[src/rtl/uart_fsm_rx.sv]
// rtl/uart_fsm_rx.sv - UART 8N1 receive FSM with centre sampling and framing-error detection.
// Optional even-parity check enabled by defining UART_RX_PARITY_EN.
module uart_fsm_rx #(
    parameter int CLKS_PER_BIT = 5208
) (
    input  logic       clk,
    input  logic       rst,
    input  logic       rxd,
    output logic [7:0] data_out,
    output logic       rx_done,
    output logic       frame_err,
`ifdef UART_RX_PARITY_EN
    output logic       parity_err,
`endif
    output logic       rx_busy
);

    localparam int HALF_BIT = CLKS_PER_BIT / 2;
    localparam int CW       = $clog2(CLKS_PER_BIT);
    localparam logic [CW-1:0] HALF_TC = CW'(HALF_BIT - 1);
    localparam logic [CW-1:0] BIT_TC  = CW'(CLKS_PER_BIT - 1);

`ifdef UART_RX_PARITY_EN
    typedef enum logic [2:0] {
        IDLE, START, DATA, PARITY, STOP, BREAK
    } state_t;
`else
    typedef enum logic [2:0] {
        IDLE, START, DATA, STOP, BREAK
    } state_t;
`endif

    state_t        state, state_n;
    logic          rxd_m, rxd_s;
    logic [CW-1:0] clk_cnt, clk_cnt_n;
    logic [2:0]    bit_idx, bit_idx_n;
    logic [7:0]    shift, shift_n;
    logic [7:0]    data_out_n;
    logic          rx_done_n, frame_err_n;
`ifdef UART_RX_PARITY_EN
    logic          par_bit, par_bit_n;
    logic          parity_err_n;
`endif

    // Two-flop synchronizer; idles high so reset does not look like a start edge
    always_ff @(posedge clk or posedge rst) begin
        if (rst) begin
            rxd_m <= 1'b1;
            rxd_s <= 1'b1;
        end else begin
            rxd_m <= rxd;
            rxd_s <= rxd_m;
        end
    end

    always_ff @(posedge clk or posedge rst) begin
        if (rst) begin
            state <= IDLE;
        end else begin
            state <= state_n;
        end
    end

    always_ff @(posedge clk or posedge rst) begin
        if (rst) begin
            clk_cnt    <= '0;
            bit_idx    <= '0;
            shift      <= '0;
            data_out   <= '0;
            rx_done    <= 1'b0;
            frame_err  <= 1'b0;
`ifdef UART_RX_PARITY_EN
            par_bit    <= 1'b0;
            parity_err <= 1'b0;
`endif
        end else begin
            clk_cnt    <= clk_cnt_n;
            bit_idx    <= bit_idx_n;
            shift      <= shift_n;
            data_out   <= data_out_n;
            rx_done    <= rx_done_n;
            frame_err  <= frame_err_n;
`ifdef UART_RX_PARITY_EN
            par_bit    <= par_bit_n;
            parity_err <= parity_err_n;
`endif
        end
    end

    always_comb begin
        state_n      = state;
        clk_cnt_n    = clk_cnt;
        bit_idx_n    = bit_idx;
        shift_n      = shift;
        data_out_n   = data_out;
        rx_done_n    = 1'b0;
        frame_err_n  = 1'b0;
`ifdef UART_RX_PARITY_EN
        par_bit_n    = par_bit;
        parity_err_n = 1'b0;
`endif
        case (state)
            IDLE: begin
                clk_cnt_n = '0;
                bit_idx_n = '0;
                if (!rxd_s) begin
                    state_n = START;
                end
            end
            START: begin
                if (clk_cnt == HALF_TC) begin
                    clk_cnt_n = '0;
                    // Line back high at the start-bit centre means it was a glitch
                    state_n   = rxd_s ? IDLE : DATA;
                end else begin
                    clk_cnt_n = clk_cnt + CW'(1);
                end
            end
            DATA: begin
                if (clk_cnt == BIT_TC) begin
                    clk_cnt_n        = '0;
                    shift_n[bit_idx] = rxd_s;
                    if (bit_idx == 3'd7) begin
`ifdef UART_RX_PARITY_EN
                        state_n = PARITY;
`else
                        state_n = STOP;
`endif
                    end else begin
                        bit_idx_n = bit_idx + 3'd1;
                    end
                end else begin
                    clk_cnt_n = clk_cnt + CW'(1);
                end
            end
`ifdef UART_RX_PARITY_EN
            PARITY: begin
                if (clk_cnt == BIT_TC) begin
                    clk_cnt_n = '0;
                    par_bit_n = rxd_s;
                    state_n   = STOP;
                end else begin
                    clk_cnt_n = clk_cnt + CW'(1);
                end
            end
`endif
            STOP: begin
                if (clk_cnt == BIT_TC) begin
                    clk_cnt_n = '0;
                    if (rxd_s) begin
                        data_out_n   = shift;
                        rx_done_n    = 1'b1;
`ifdef UART_RX_PARITY_EN
                        parity_err_n = ^{shift, par_bit};
`endif
                        state_n      = IDLE;
                    end else begin
                        frame_err_n = 1'b1;
                        state_n     = BREAK;
                    end
                end else begin
                    clk_cnt_n = clk_cnt + CW'(1);
                end
            end
            BREAK: begin
                // A held-low line must go high before another start edge counts
                clk_cnt_n = '0;
                if (rxd_s) begin
                    state_n = IDLE;
                end
            end
            default: begin
                state_n = IDLE;
            end
        endcase
    end

    assign rx_busy = (state != IDLE);

endmodule

[config.mk]
export PLATFORM = sky130hd
export DESIGN_NAME = uart_fsm_rx
export DESIGN_NICKNAME = d
export VERILOG_FILES = /design/src/rtl/uart_fsm_rx.sv
export SDC_FILE = /design/constraint.sdc
export NUM_CORES = 1
export LEC_CHECK = 0
export ABC_AREA = 1
export CAP_MARGIN = 5
export CORE_ASPECT_RATIO = 0.6
export CORE_UTILIZATION = 28
export DETAILED_ROUTE_END_ITERATION = 12
export PLACE_DENSITY_LB_ADDON = 0.15
export SYNTH_ARGS = -nofsm -noshare
export SYNTH_HDL_FRONTEND = slang
export SYNTH_SLANG_ARGS = --single-unit
[constraint.sdc]
create_clock -name clk -period 1.54 [get_ports clk]
set_input_delay 0.385 -clock clk [delete_from_list [all_inputs] [get_ports clk]]
set_output_delay 0.385 -clock clk [all_outputs]
set_load 0.01 [all_outputs]
==> impl_metrics.json, run 1 <==
{
  "required_ns": 1.72,
  "setup_viol": 0,
  "core-area_um2": 7360,
  "fin_skew_ns": 0.00767,
  "yosysUniqueCellTypes": 27,
  "synthesis.instances": 279,
  "hold_path.class": "reg -> reg",
  "antennaDiodeCount": 0,
  "place_inst": 414,
  "overflow": 0,
  "row_count": 24,
  "path_cells": "ha_4 -> nand2_1 -> buf_4 -> nor3_4 -> nand2_1 -> o21ai_1",
  "timing_worst_setup_path_type": "reg -> reg",
  "grt_max_degree": 40,
  "synth_top_area_cell": "dfrtp_1",
  "endpoint_kind": "flop",
  "tns_ns": 0,
  "ys_seq_area_share_pct": 45.2,
  "ys_ff_latch": 39,
  "power_frac_seq_pct": 49.2,
  "grt_pass1_vias": 1701,
  "r2r_slack_ns": 0.09,
  "cp-start-kind": "flop",
  "power_switching_w": 0.000454,
  "routed-via-count": 1904,
  "cts_buffers": 5,
  "gp_congestion": 0.819,
  "fmax_mhz": 689,
  "p_leak_nw": 1.39,
  "drcViolationCount": 0,
  "hold_violations": 0,
  "grt_util_all_layers_pct": 13.9,
  "grt_pass1_wl_mm": 8.47,
  "status": "finished, final reports clean",
  "dieWidth_um": 115,
  "clock-sinks": 39,
  "ir_worst_vdd_mv": 0.260,
  "fin_crit_ns": 1.45,
  "synth_area_um2": 2160,
  "clkLatencyLatePin_ns": 0.29,
  "post-route-util_pct": 38.6,
  "routedWlPerCell_um": 12.1,
  "crit_fanout": 4,
  "final_net_count": 326,
  "htreeDepth": 2,
  "clk_pin_slew_ns": 0.06,
  "cts-root-buf": "clkbuf_16",
  "power_density_nw_per_um2": 737,
  "hpwlAfterDp_mm": 3.70,
  "worst_pin_slew_ns": 0.362,
  "critPathSlowestCell": "dfrtp_1",
  "drt_iter0_drc": 170,
  "antenna_found_initial": 0,
  "start_util_pct": 29.4,
  "combPwrFrac_pct": 2.1,
  "viasPerCell": 4.48,
  "grt_setup_unrepaired": "true",
  "ys_top_cells_by_area": "dfrtp_1, nand2_1, nand4_1",
  "ios": 14,
  "cts_tree": "done",
  "drive_above_1_share_pct": 24.0,
  "intPower_w": 0.00164,
  "slew_viol_final": 0,
  "pwr-share-clk_pct": 48.7,
  "port_buffers": 13,
  "layout_common_cells": "nand2_1, dfrtp_1, inv_1",
  "syn-num-nets": 285,
  "maxCapViolCount": 0,
  "crit_top_cell": "nand2_1",
  "yosysWarnings": 0,
  "cp_slowest_stage_delay_ns": 0.40,
  "final_common_cell": "nand2_1",
  "slew_headroom_pct": 75.9,
  "syn2layout_area_growth_pct": 31.3,
  "p_sw_share_pct": 21.7,
  "clock_path_buffers": 2,
  "die_h_um": 70.1,
  "netlist.area_leader.share_pct": 42.8,
  "first_pass_iters": 4,
  "cp.arrival_ns": 1.64,
  "drt_wl_total_mm": 5.13,
  "dieArea_um2": 8090,
  "finalNonFillerCells": 425,
  "avgSynthCellArea_um2": 7.75,
  "finalCritPeriodShare_pct": 94.2,
  "drtAntennaViolNets": 0
}
-- worst max-delay path, delay by kind of cell, from the launching register on --
kind            cells  cell delay (ns)
flops               1             0.40
simple gates        3             0.40
compound gates      1             0.22
fa+ha+maj           1             0.18
buf+inv             1             0.16
-- metal layers --
layer | vias to the layer above | part of all wire [%] | GRT usage, %
met5 | - | 0 | 0
met4 | 0 | 1.2 | 4.76
met3 | 7 | 5.5 | 4.17
met2 | 39 | 36 | 16.4
met1 | 871 | 58 | 22.7
li1 | 987 | - | -
-- metrics by stage --
| step | worst slack [ns] | hold slack [ns] | cell area, um2 | power (W) |
|---|---|---|---|---|
| after global placement | 0.0261 | 0.346 | 2580 | 0.00110 |
| after CTS | 0.00941 | 0.356 | 2720 | 0.00214 |
| final | 0.0896 | 0.354 | 2840 | 0.00209 |
| after detailed placement | 0.0254 | 0.347 | 2580 | 0.00110 |
| after floorplan | 0.123 | 0.345 | 2160 | 0.00107 |
| after global routing | -0.0198 | 0.364 | 2840 | 0.00218 |
-- cell usage after synthesis (all sizes together) --
cell type / number
xor2: 2
nand3: 25
inv: 34
o21ai: 13
dfstp: 2
o21bai: 1
a21oi: 1
buf: 3
dfrtp: 37
nand4: 19
ha: 3
nor3: 5
nand2: 98
nor2: 36
-- area by class of cell --
type	count	area, um2
inverter	34	133
clock buffer	5	125
fill	762	4520
tap	104	130
timing repair buffer	36	325
sequential	39	978
multi-input combinational	204	1130
clock inverter	3	20.0
-- registers in the layout, indices dropped and copies added (netlist names) --
register,flops
shift,8
bit_idx,3
data_out,8
frame_err,1
clk_cnt,13
rx_done,1
rxd_s,1
state,3
rxd_m,1
-- power groups by stage --
| stage | registers, W | logic (W) | clock network [W] |
|---|---|---|---|
| after floorplan | 0.00105 | 0.0000193 | 0 |
| after global placement | 0.00105 | 0.0000461 | 0 |
| final | 0.00103 | 0.0000441 | 0.00102 |
| after CTS | 0.00103 | 0.0000469 | 0.00107 |
| after global routing | 0.00103 | 0.0000514 | 0.00110 |
| after detailed placement | 0.00105 | 0.0000460 | 0 |
-- what timing repair did --
| action | in CTS | in global routing |
|---|---|---|
| pin swaps | 0 | 8 |
| hold buffers | 0 | 0 |
| setup buffers | 0 | 2 |
| cloned | 0 | 1 |
| setup endpoints to repair | 9 | 39 |
| resized for setup | 11 | 28 |
-- cell families after synthesis --
kind of cell	synth area share, %
and+or+nand+nor	41.0
DFF	45.2
buffers and inverters	7.11
AOI/OAI and AO/OA	4.11
adders and majority gates	1.74
xor gates and xnor gates	0.810
-- final timing paths --
kind,from,cells after the start,endpoint
max,clk_cnt[0],6,state[2]
min,rxd_m,0,rxd_s
max reg2reg,clk_cnt[0],6,state[2]
min reg2reg,rxd_m,0,rxd_s
max in group asynchronous,rst,3,rxd_m
min in group asynchronous,rst,3,clk_cnt[10]
Power figures use the tool's default switching activity.
==> run 2, diff against run 1 <==
--- a/config.mk
+++ b/config.mk
@@ -8,9 +8,11 @@
 export ABC_AREA = 1
 export CAP_MARGIN = 5
 export CORE_ASPECT_RATIO = 0.6
+export CORE_MARGIN = 2
 export CORE_UTILIZATION = 28
 export DETAILED_ROUTE_END_ITERATION = 12
 export PLACE_DENSITY_LB_ADDON = 0.15
 export SYNTH_ARGS = -nofsm -noshare
 export SYNTH_HDL_FRONTEND = slang
 export SYNTH_SLANG_ARGS = --single-unit
+export TNS_END_PERCENT = 20
==> impl_metrics.json, run 2 (synthesized netlist as in run 1, its figures left out) <==
{
  "critPathTopFamily": "buffers and inverters",
  "core-area_um2": 7390,
  "ios": 14,
  "path_cells": "clkdlybuf4s50_1",
  "grt_max_degree": 40,
  "reg2reg_from": "clk_cnt[1]",
  "grt_pass1_wl_mm": 8.85,
  "largest_register": "clk_cnt",
  "final_common_cell": "nand2_1",
  "cp-start-kind": "flop",
  "cts-root-buf": "clkbuf_16",
  "drtAntennaViolNets": 0,
  "status": "finished, final reports clean",
  "drt_iter0_drc": 134,
  "grt_util_all_layers_pct": 13.6,
  "dieArea_um2": 8470,
  "power_density_nw_per_um2": 846,
  "dieWidth_um": 117,
  "path_buf_inv": 1,
  "wl_met2_mm": 1.84,
  "fmax_mhz": 661,
  "overflow": 0,
  "slew_headroom_pct": 83.1,
  "required_ns": 1.15,
  "grt_pass1_vias": 1733,
  "antennaDiodeCount": 0,
  "post-route-cell-area_um2": 2860,
  "cts_buffers": 5,
  "grt_setup_unrepaired": "true",
  "critPathSlowestCell": "clkdlybuf4s50_1",
  "cp-startpoint": "frame_err",
  "routedWlPerCell_um": 12.6,
  "setup_viol": 0,
  "r2r_slack_ns": 0.07,
  "cp_slowest_stage_delay_ns": 0.52,
  "maxCapViolCount": 0,
  "dp_worst_setup_slack_ns": 0.0235,
  "start_util_pct": 29.3,
  "ir_worst_vdd_mv": 0.389,
  "min_from": "rxd_m",
  "cp.arrival_ns": 1.13,
  "row_count": 24,
  "hold_violations": 0,
  "place_inst": 414,
  "highest_layer": "met4",
  "die_h_um": 72.1,
  "hold_path.class": "reg -> reg",
  "layout_common_cells": "nand2_1, dfrtp_1, inv_1",
  "top_regs": "clk_cnt (13), data_out (8), shift (8)",
  "fin_skew_ns": 0.00551,
  "timing_worst_setup_path_type": "reg -> out",
  "worst_pin_slew_ns": 0.253,
  "routed-via-count": 1955,
  "fin_crit_ns": 1.51,
  "clk_pin_slew_ns": 0.06,
  "first_pass_iters": 4,
  "largest_reg_flops": 13,
  "finalNonFillerCells": 427,
  "endpoint_kind": "output port",
  "place_area_um2": 2570,
  "wl_met1_mm": 3.12,
  "final_net_count": 328,
  "drt_wl_total_mm": 5.36,
  "routed-wl-met3_um": 334,
  "gp_congestion": 0.877,
  "slew_viol_final": 0,
  "antenna_found_initial": 0,
  "drcViolationCount": 0,
  "drive_above_1_share_pct": 21.1,
  "crit_fanout": 1,
  "syn2layout_area_growth_pct": 32.3,
  "viasPerCell": 4.58,
  "hpwlAfterDp_mm": 3.87,
  "cts_tree": "done",
  "timing.final.ws_setup_ns": 0.0265,
  "port_buffers": 13,
  "clkLatencyLatePin_ns": 0.29,
  "p_leak_nw": 1.40,
  "htreeDepth": 2,
  "clock-sinks": 39,
  "clock_path_buffers": 2,
  "finalCritPeriodShare_pct": 98.3
}
## run 2: cell types whose count changed in the layout (fill, tap and decap cells not counted), sizes merged, moves of 2 or more
cell          change
clkinvlp          -2
bufinv            +2
dlymetal6s2s      -2
buf               +2
## run 2: repair_timing
| action | 4_1_cts | 5_1_grt |
|---|---|---|
| setup buffers | 0 | 4 |
| hold buffers | 0 | 0 |
| gates cloned | 0 | 1 |
| endpoints found under the setup margin | 13 | 34 |
| resized for setup | 13 | 15 |
| endpoints found under the hold margin | 0 | 0 |
| pin swaps | 0 | 8 |
## run 2: report_power, final
group	switching [W]	internal (W)	leakage [nW]
combinational	0.0000302	0.0000141	0.781
clock	0.000416	0.000929	0.0911
sequential	0.00000158	0.00103	0.523
## run 2: layout make-up
| class | count | area [um2] |
|---|---|---|
| multi-input combinational | 204 | 1100 |
| sequential | 39 | 978 |
| inverter | 34 | 133 |
| clock buffer | 6 | 129 |
| clock inverter | 2 | 60.1 |
| fill | 763 | 4530 |
| tap | 104 | 130 |
| timing repair buffer | 38 | 330 |
## run 2: final timing paths
| kind | endpoint | cells after the start |
|---|---|---|
| max in group asynchronous | rxd_s | 3 |
| min in group asynchronous | clk_cnt[8] | 3 |
| worst max-delay path | frame_err | 1 |
| worst min-delay path | rxd_s | 0 |
| worst min register to register | rxd_s | 0 |
| worst max register to register | clk_cnt[11] | 8 |
## run 2: stage by stage
| stage | utilization (%) | TNS (ns) | total power, W | hold slack (ns) |
|---|---|---|---|---|
| floorplan | - | 0 | 0.00107 | 0.345 |
| global placement | 34.8 | 0 | 0.00110 | 0.346 |
| detailed placement | 34.8 | 0 | 0.00110 | 0.347 |
| CTS | 37.3 | 0 | 0.00246 | 0.355 |
| global route | 38.7 | -0.333 | 0.00252 | 0.358 |
| finish | 38.7 | 0 | 0.00242 | 0.354 |
## run 2: per-layer routing
| layer | up-vias | global-route usage, % |
|---|---|---|
| met5 | - | 0 |
| met4 | 0 | 4.82 |
| met3 | 8 | 3.69 |
| met2 | 48 | 17.3 |
| met1 | 904 | 21.4 |
| li1 | 995 | - |
==> run 3, diff against run 2 <==
--- a/config.mk
+++ b/config.mk
@@ -15,4 +15,4 @@
 export SYNTH_ARGS = -nofsm -noshare
 export SYNTH_HDL_FRONTEND = slang
 export SYNTH_SLANG_ARGS = --single-unit
-export TNS_END_PERCENT = 20
+export TNS_END_PERCENT = 50
==> impl_metrics.json, run 3 (synthesized netlist as in run 1, its figures left out) <==
{
  "status": "finished, final reports clean",
  "crit_fanout": 5,
  "finalCritPeriodShare_pct": 95.5,
  "first_pass_iters": 4,
  "power_density_nw_per_um2": 836,
  "hold_violations": 0,
  "row_count": 24,
  "cts-root-buf": "clkbuf_16",
  "routedWlPerCell_um": 12.6,
  "drt_iter0_drc": 123,
  "syn2layout_area_growth_pct": 34.0,
  "grt_pass1_wl_mm": 8.85,
  "fin_skew_ns": 0.00528,
  "p_leak_nw": 1.43,
  "cts_buffers": 5,
  "gp_congestion": 0.877,
  "pwr-share-clk_pct": 55.6,
  "combPwrFrac_pct": 1.8,
  "largest_register": "clk_cnt",
  "post-route-cell-area_um2": 2900,
  "power_frac_seq_pct": 42.6,
  "p_sw_share_pct": 18.6,
  "hold_path.class": "reg -> reg",
  "top_usage_layer": "met1",
  "place_area_um2": 2570,
  "cp.arrival_ns": 1.65,
  "largest_reg_flops": 13,
  "routed-via-count": 1947,
  "whs_path_depth": 0,
  "grt_use_met3_pct": 3.69,
  "met2_usage_pct": 17.3,
  "grt_util_all_layers_pct": 13.6,
  "path_cells": "ha_4 -> nand2_1 -> nor2_1 -> nand3_2 -> nand2_4 -> nand3_4 -> nand2_1 -> nor2_1",
  "die_h_um": 72.1,
  "fmax_mhz": 680,
  "cp-start-kind": "flop",
  "post-route-util_pct": 39.2,
  "fin_crit_ns": 1.47,
  "top_regs": "clk_cnt (13), data_out (8), shift (8)",
  "slew_viol_final": 0,
  "drcViolationCount": 0,
  "final_net_count": 330,
  "grt_pass1_vias": 1733,
  "maxCapViolCount": 0,
  "r2r_slack_ns": 0.07,
  "cp-startpoint": "clk_cnt[1]",
  "slew_headroom_pct": 82.4,
  "port_buffers": 13,
  "cts_tree": "done",
  "rr_worst_depth": 8,
  "viasPerCell": 4.54,
  "endpoint_kind": "flop",
  "grt_setup_unrepaired": "true",
  "clock-sinks": 39,
  "ios": 14,
  "required_ns": 1.72,
  "antenna_found_initial": 0,
  "holdPathEnd": "rxd_s",
  "drtAntennaViolNets": 0,
  "grt_max_degree": 40,
  "htreeDepth": 2,
  "critPathTopFamily": "simple AND/OR/NAND/NOR gates",
  "globalRouteMet1Util_pct": 21.4,
  "core-area_um2": 7390,
  "drt_wl_total_mm": 5.39,
  "power_switching_w": 0.000450,
  "reg2reg_from": "clk_cnt[1]",
  "start_util_pct": 29.3,
  "timing_worst_setup_path_type": "reg -> reg",
  "cp_slowest_stage_delay_ns": 0.41,
  "clk_pin_slew_ns": 0.06,
  "critPathSlowestCell": "dfrtp_1",
  "final_common_cell": "nand2_1",
  "worst_pin_slew_ns": 0.263,
  "overflow": 0,
  "ir_worst_vdd_mv": 0.389,
  "hold_buffers": 0,
  "hpwlAfterDp_mm": 3.87,
  "drive_above_1_share_pct": 23.4,
  "min_from": "rxd_m",
  "tns_ns": 0,
  "layout_common_cells": "nand2_1, dfrtp_1, inv_1",
  "dieArea_um2": 8470,
  "r2r_end": "clk_cnt[11]",
  "intPower_w": 0.00197,
  "dieWidth_um": 117,
  "clock_path_buffers": 2,
  "antennaDiodeCount": 0,
  "clkLatencyLatePin_ns": 0.29,
  "setup_viol": 0,
  "path_buf_inv": 0
}
run 3: cell type report:
| class | count | area [um2] |
|---|---|---|
| Clock buffer | 6 | 129 |
| Clock inverter | 2 | 60.1 |
| Fill cell | 769 | 4490 |
| Inverter | 34 | 133 |
| Multi-Input combinational cell | 204 | 1120 |
| Sequential cell | 39 | 978 |
| Tap cell | 104 | 130 |
| Timing Repair Buffer | 40 | 352 |
run 3: per-layer routing:
layer,wire [um],vias up
li1,-,994
met1,3180,908
met2,1860,37
met3,274,8
met4,72,0
met5,0,-
run 3: power by group through the flow:
stage	Combinational (W)	Sequential [W]	Clock (W)
2_1_floorplan	0.0000193	0.00105	0
3_3_place_gp	0.0000465	0.00105	0
3_5_place_dp	0.0000465	0.00105	0
4_1_cts	0.0000468	0.00103	0.00138
5_1_grt	0.0000520	0.00103	0.00143
6_report	0.0000442	0.00103	0.00135
run 3: worst max path at each step:
stage	to	slack [ns]	depth (start not counted)
after CTS	rx_busy	0.004	3
after floorplan	data_out[0]	0.12	6
after global placement	clk_cnt[10]	0.02	8
final	clk_cnt[11]	0.07	8
after global routing	clk_cnt[6]	-0.03	8
after detailed placement	clk_cnt[3]	0.02	8
run 3: stage by stage:
stage / power (W) / hold WS [ns] / std cells / setup slack [ns]
4_1_cts: 0.00246 / 0.355 / 422 / 0.00400
6_report: 0.00242 / 0.355 / 429 / 0.0700
2_1_floorplan: 0.00107 / 0.345 / 279 / 0.123
3_5_place_dp: 0.00110 / 0.347 / 414 / 0.0235
5_1_grt: 0.00252 / 0.358 / 429 / -0.0309
3_3_place_gp: 0.00110 / 0.346 / 414 / 0.0221
run 3: repair_timing:
action / in CTS / in global routing
gates resized for setup: 13 / 23
buffers inserted: 0 / 6
endpoints found under the setup margin: 13 / 34
gates cloned: 0 / 1
pin swaps: 0 / 10
